--- config.mk ---
export PLATFORM = sky130hd
export DESIGN_NAME = biriscv_mul_writeback
export DESIGN_NICKNAME = d
export VERILOG_FILES = /design/src/rtl/biriscv_mul_writeback.sv
export SDC_FILE = /design/constraint.sdc
export NUM_CORES = 1
export LEC_CHECK = 0
export ABC_AREA = 1
export CAP_MARGIN = 25
export CORE_MARGIN = 8
export CORE_UTILIZATION = 45
export CTS_CLUSTER_DIAMETER = 100
export DETAILED_ROUTE_END_ITERATION = 12
export GPL_TIMING_DRIVEN = 0
export PLACE_DENSITY = 0.81
export SYNTH_ARGS = -nofsm -noshare
export SYNTH_HDL_FRONTEND = slang
export SYNTH_SLANG_ARGS = --single-unit
--- constraint.sdc ---
create_clock -name clk_i -period 1.55 [get_ports clk_i]
set_input_delay 0.2325 -clock clk_i [delete_from_list [all_inputs] [get_ports clk_i]]
set_output_delay 0.2325 -clock clk_i [all_outputs]
set_load 0.03 [all_outputs]
--- src/rtl/biriscv_mul_writeback.sv ---
// Shadow pipeline that pairs multiplier results with their rd/pc metadata and
// publishes writeback, pending-destination mask and a retired-multiply counter.
module biriscv_mul_writeback #(
  parameter int unsigned MULT_STAGES = 2
) (
  input  logic        clk_i,
  input  logic        rst_n,
  input  logic        opcode_valid_i,
  input  logic        opcode_is_mul_i,
  input  logic        opcode_invalid_i,
  input  logic [4:0]  opcode_rd_idx_i,
  input  logic [31:0] opcode_pc_i,
  input  logic        hold_i,
  input  logic        flush_i,
  input  logic [31:0] mul_value_i,
  output logic        writeback_valid_o,
  output logic [4:0]  writeback_rd_idx_o,
  output logic [31:0] writeback_pc_o,
  output logic [31:0] writeback_value_o,
  output logic [31:0] pending_rd_mask_o,
  output logic [31:0] mul_retired_count_o
);

  localparam int unsigned Last = MULT_STAGES - 1;

  logic [MULT_STAGES-1:0]       valid_q;
  logic [MULT_STAGES-1:0][4:0]  rd_q;
  logic [MULT_STAGES-1:0][31:0] pc_q;
  logic [31:0]                  count_q;
  logic                         accept;
  logic                         retire;

  assign accept = opcode_valid_i & opcode_is_mul_i & ~opcode_invalid_i & ~hold_i & ~flush_i;
  assign retire = valid_q[Last] & ~hold_i & ~flush_i;

  // Flush wins over hold; rd/pc may go stale since every consumer is valid-qualified.
  always_ff @(posedge clk_i or negedge rst_n) begin
    if (!rst_n) begin
      valid_q <= '0;
      rd_q    <= '0;
      pc_q    <= '0;
    end else if (flush_i) begin
      valid_q <= '0;
    end else if (!hold_i) begin
      valid_q <= {valid_q[MULT_STAGES-2:0], accept};
      rd_q    <= {rd_q[MULT_STAGES-2:0], opcode_rd_idx_i};
      pc_q    <= {pc_q[MULT_STAGES-2:0], opcode_pc_i};
    end
  end

  always_ff @(posedge clk_i or negedge rst_n) begin
    if (!rst_n) begin
      count_q <= '0;
    end else if (retire) begin
      count_q <= count_q + 32'd1;
    end
  end

  always_comb begin
    pending_rd_mask_o = '0;
    for (int unsigned i = 0; i < MULT_STAGES; i++) begin
      if (valid_q[i]) begin
        pending_rd_mask_o[rd_q[i]] = 1'b1;
      end
    end
    // x0 never creates a hazard.
    pending_rd_mask_o[0] = 1'b0;
  end

  assign writeback_valid_o   = valid_q[Last];
  assign writeback_rd_idx_o  = valid_q[Last] ? rd_q[Last] : 5'd0;
  assign writeback_pc_o      = valid_q[Last] ? pc_q[Last] : 32'd0;
  assign writeback_value_o   = mul_value_i;
  assign mul_retired_count_o = count_q;

endmodule
# ---- Word level (Yosys, flattened, before mapping)
# Index checks and enable logic that the tools add are counted.
dict set report totals {
  ff_bits 108
  inputBits 76
  out_inout_bits 134
  elab_cells 35
}
dict set report classes {
  n_addsub 1
  order_cmp 4
  n_eq_ne 1
  mux 10
  bitwise_logic 10
  reduce_logical 3
}
# cell n
set op_table {}
lappend op_table {{$mux W32} 3}
lappend op_table {{$add A32 B1 Y32 const B} 1}
lappend op_table {{$or A32 B32 Y32} 1}
lappend op_table {{$lt A5 B6 Y1 const B} 2}
lappend op_table {{$demux W1 S5} 2}
lappend op_table {{$ge A5 B1 Y1 const B} 2}
lappend op_table {{$and A1 B1 Y1} 6}
lappend op_table {{$mux W5} 1}
lappend op_table {{$mux W2} 2}
lappend op_table {{$not A1 Y1} 3}
lappend op_table {{$logic_and A1 B1 Y1} 2}
lappend op_table {{$mux W1} 2}
lappend op_table {{$ne A2 B1 Y1 const B} 1}
lappend op_table {{$reduce_and A2 Y1} 1}

# ---- Logic depth before layout (Yosys ltp)
dict set report logic_depth {
  word_depth 7
  depth_mapped 9
}

# ---- Worst setup path after synthesis
# No wires, ideal clock.
dict set report synth_timing {
  path_type {register to output}
  start {reg valid_q[1]}
  end {out pending_rd_mask_o[13]}
  arrival_ns 1.986
  setup_slack_ns -0.668
  path_stages_with_launch 6
  cell_sequence {dfrtp_1 -> buf_2 -> nand2_1 -> inv_1 -> nand2_1 -> o21ai_0}
}
dict set report synth_between {
  elab_chain_len 1
}
# item line_no
set synth_rtl {}
lappend synth_rtl {{start, declared} 26} ;# logic [MULT_STAGES-1:0] valid_q;
lappend synth_rtl {{start signal, assigned} 45} ;# valid_q <= {valid_q[MULT_STAGES-2:0], accept};
lappend synth_rtl {{$mux W32} 62} ;# if (valid_q[i]) begin
lappend synth_rtl {{end, declared} 20} ;# output logic [31:0] pending_rd_mask_o,
# Every way passes these cells.

# ---- Final worst setup path
dict set report layout_timing {
  start {reg rd_q[2] in the netlist's numbering}
  end {out pending_rd_mask_o[12]}
}
dict set report layout_between {
  elab_chain_len 7
  elab_cells_between_ends 8
  classes_between {2 x order compare; 4 x mux; 1 x bitwise; 1 x reduce/logical}
}
# item line_no
set layout_rtl {}
lappend layout_rtl {{start, declared} 27} ;# logic [MULT_STAGES-1:0][4:0] rd_q;
lappend layout_rtl {{start signal, assigned} 46} ;# rd_q <= {rd_q[MULT_STAGES-2:0], opcode_rd_idx_i};
lappend layout_rtl {{$lt A5 B6 Y1 (implied by the code) or $ge A5 B1 Y1 (tied branches)} 63} ;# pending_rd_mask_o[rd_q[i]] = 1'b1;
lappend layout_rtl {{$logic_and A1 B1 Y1 (implied by the code)} 63}
lappend layout_rtl {{$mux W1 (implied by the code)} 63}
lappend layout_rtl {{$demux W1 S5 *} 63}
lappend layout_rtl {{$mux W32 *} 62}
lappend layout_rtl {{$or A32 B32 Y32 (no source line)} -}
lappend layout_rtl {{$mux W32 *} 62}
# Every way passes the cells marked *; elsewhere a longest branch is shown, timed or not.

==> flow_summary_export.csv <==
group,metric,value,unit
drt,wl,19.5,mm
outcome,violations,"setup timing",
critical_path,regToRegSetupSlack,0.07,ns
yosys,ys_types,23,
drt,vias,5755,
placement,dp_hpwl,12.7,mm
finish,areaGrowthSynthToFinish,69.1,%
global_routing,grt_start_max_net_pins,56,
global_routing,grt_usage,0.213,
floorplan,initial_core_util,0.462,
yosys,synthMuxAreaShare,0,
global_routing,grt_overflow,0,
floorplan,die_area,16200,um2
floorplan,die_w,127,um
timing,fin_crit,2.07,ns
pwr,clockPowerShare,0.314,
clock_network,clk_path_buf_depth,2,
placement,routabilityCongestion,0.891,
yosys,syn_inst,738,
yosys,yosys.area_share.simple,0.254,
timing,fin_crit_sh,1.33,
pwr,switchingPower,2.22,mW
floorplan,rows,40,
timing,setup_ws,-0.515,ns
yosys,synth-adder-area-share,0.00225,
placement,place_ws,-1.00,ns
clock_network,htreeDepth,3,
finish,final_core_util,0.782,
yosys,synth-edff-count,0,
yosys,synth_most_common_cell,"nand2_1",
critical_path,arrival,1.83,ns
global_routing,antenna_found_initial,1,
placement,post_dp_cell_area,7830,um2
pwr,swShare,0.317,
yosys,syn_avg_cell_area,7.53,um2
critical_path,critPathLaunchType,"flip-flop",
pwr,p_leak,4.95,nW
timing,drv_slew,0,
timing,skew,0.0111,ns
timing,timing.fmax,0.484,GHz
placement,portBuffers,176,
yosys,yosysWarnings,0,
critical_path,worstPathRequired,1.32,ns
timing,hold_viol_final,0,
yosys,yosys.area.top_type,"dfrtp_1",
flow_run,maxCapViolCount,0,
yosys,synth_top_cells_by_count,"nand2_1 (248), inv_1 (112), dfrtp_1 (108)",
timing,finalSetupViolCount,65,
outcome,status,"finished, violations left",
yosys,synth_area,5550,um2
global_routing,grt_pass1_vias,5544,
yosys,synth.top_cell.area_share,0.487,
floorplan,die_h,127,um
critical_path,cp-end-kind,"output port",
finish,final_cell_area,9390,um2
yosys,ys_async_sr_fraction,1.00,
yosys,synth_top_family_by_area,"simple AND/OR/NAND/NOR gates",
drt,vias_per_cell,5.14,
pwr,power_density,745,nW/um2
timing,worstMarginPinSlew,0.712,ns
timing,rsz0062_at_grt,"yes",
timing,relSlewSlack,0.526,
clock_network,cts.sinks,108,
critical_path,critPathKind,"reg2out",
finish,drive_gt1_frac,0.384,
yosys,synth-xor-area-share,0.0331,
pwr,comb_power_share,0.197,
critical_path,critPathMaxFanout,5,
drt,drc,0,
pwr,cell_internal_pwr,4.78,mW
floorplan,ios,210,
min_path,hold_path_class,"in2reg",
yosys,synth_area_leaders,"dfrtp_1 (49%), nand2_1 (17%), o21ai_0 (8.2%)",
clock_network,clock_latency,0.35,ns
critical_path,critPathMaxStageDelay,0.42,ns
yosys,synth_seq_cells,108,
drt,wire_per_inst,17.5,um
drt,firstDrtPassIters,5,
global_routing,grt_pass1_wl,28.0,mm
pwr,vdd_drop_max,0.631,mV
clock_network,tritoncts,"yes",
yosys,syn-num-nets,815,
clock_network,root_buffer,"clkbuf_16",
clock_network,clk_pin_slew,0.08,ns
floorplan,core_area,12000,um2
pwr,finalPower,7.00,mW
timing,timing.setup.tns,-17.25,ns
drt,drtAntennaViolNets,0,
yosys,synth-compound-area-share,0.0856,
yosys,ys_seq_area_frac,0.487,
critical_path,cp_cell_sequence,"clkinvlp_4 -> nor3_4 -> nand2_1 -> o21ai_1 -> buf_4",
drt,drt-initial-drc-count,336,
critical_path,slowest_stage,"dfrtp_2",
clock_network,numCtsBuffers,9,
yosys,synth_top_flop_cell,"dfrtp_1",
finish,nets,1044,
pwr,power_frac_seq,0.489,
==> worst paths after layout <==
| check | startpoint | to | cells past startpoint |
|---|---|---|---|
| hold / removal | opcode_pc_i[2] | pc_q[2]$_DFFE_PN0P_ | 3 |
| max in group asynchronous | rst_n | pc_q[10]$_DFFE_PN0P_ | 3 |
| setup / recovery | rd_q[2]$_DFFE_PN0P_ | pending_rd_mask_o[12] | 5 |
| min in group asynchronous | rst_n | mul_retired_count_o[23]$_DFFE_PN0P_ | 2 |
| hold reg to reg | pc_q[2]$_DFFE_PN0P_ | pc_q[2]$_DFFE_PN0P_ | 2 |
| setup reg to reg | valid_q[1]$_DFFE_PN0P_ | mul_retired_count_o[25]$_DFFE_PN0P_ | 8 |
==> flip-flops by register name, summed over array words and instances (netlist names) <==
register             count
pc_q                    64
mul_retired_count_o     32
rd_q                    10
valid_q                  2
==> power groups by stage <==
stage / logic [mW] / clock network (mW) / registers (mW)
2_1_floorplan: 0.619 / 0 / 3.33
3_3_place_gp: 1.03 / 0 / 3.34
4_1_cts: 1.23 / 2.20 / 3.33
3_5_place_dp: 1.07 / 0 / 3.35
5_1_grt: 1.50 / 2.33 / 3.45
6_report: 1.38 / 2.20 / 3.42
==> routing by layer <==
metal / part of all wire / GRT usage / up-vias
li1: - / - / 2694
met2: 0.50 / 0.365 / 257
met5: 0 / 0 / -
met3: 0.064 / 0.0449 / 62
met4: 0.041 / 0.0931 / 0
met1: 0.39 / 0.255 / 2742
==> cells in the final DEF (no fill, tap or decap), types with 3 or more instances in the layout <==
master           Yosys  layout
nor2_1              36      24
nand2_8              0       3
buf_6                0      73
buf_2               11      10
o21ai_4              0      24
nand2_2              2      17
nand3_1             27      13
buf_4               33      60
clkinvlp_4           0       7
nand2_1            248     184
buf_8                0       5
nand3_2              0      12
clkdlybuf4s50_1      0      74
buf_12               0       4
o21ai_1              1       6
dfrtp_1            108      95
clkbuf_1             6       5
nand4_1             12      12
clkbuf_16            0      11
nand2_4              0      46
nor2_2               4       9
o21ai_0             91      60
xnor2_1              9       9
dlygate4sd2_1        0      33
nor3_4               0      12
dfrtp_2              0      13
inv_1              112      66
xor2_1              12      12
nor2_4               2      10
inv_2                2      41
==> worst max-delay path: cells and delay by family, from the launching register on <==
kind / cells / cell delay [ns]
buffers and inverters: 2 / 0.43
AO/OA/AOI/OAI: 1 / 0.13
AND/OR/NAND/NOR: 2 / 0.50
flip-flops: 1 / 0.42
==> kinds of logic after synthesis <==
family	Yosys count
AND/OR/NAND/NOR	346
buffers and inverters	167
flip-flops	108
AO/OA/AOI/OAI	94
XOR/XNOR	21
adder cells (fa/ha/maj)	1
other	1
==> cell type report <==
class	count	area [um2]
Clock inverter	6	46.3
Timing Repair Buffer	217	2260
Inverter	114	452
Sequential cell	108	2720
Antenna cell	1	2.50
Multi-Input combinational cell	464	3110
Tap cell	147	184
Fill cell	793	2620
Buffer	53	383
Clock buffer	10	229
==> stage by stage <==
step / cells / hold WS, ns
floorplan: 738 / -0.0631
global placement: 1061 / 0.454
detailed placement: 1062 / 0.327
CTS: 1097 / 0.423
global route: 1120 / 0.431
finish: 1120 / 0.422
==> repair_timing <==
item,4_1_cts,5_1_grt
gates cloned,1,3
gates resized for setup,588,182
pin swaps,13,20
setup buffers,17,19
hold buffers,1,0
endpoints found under the setup margin,102,106
endpoints found under the hold margin,53,0
No activity file was read; power rests on OpenSTA's default activity.
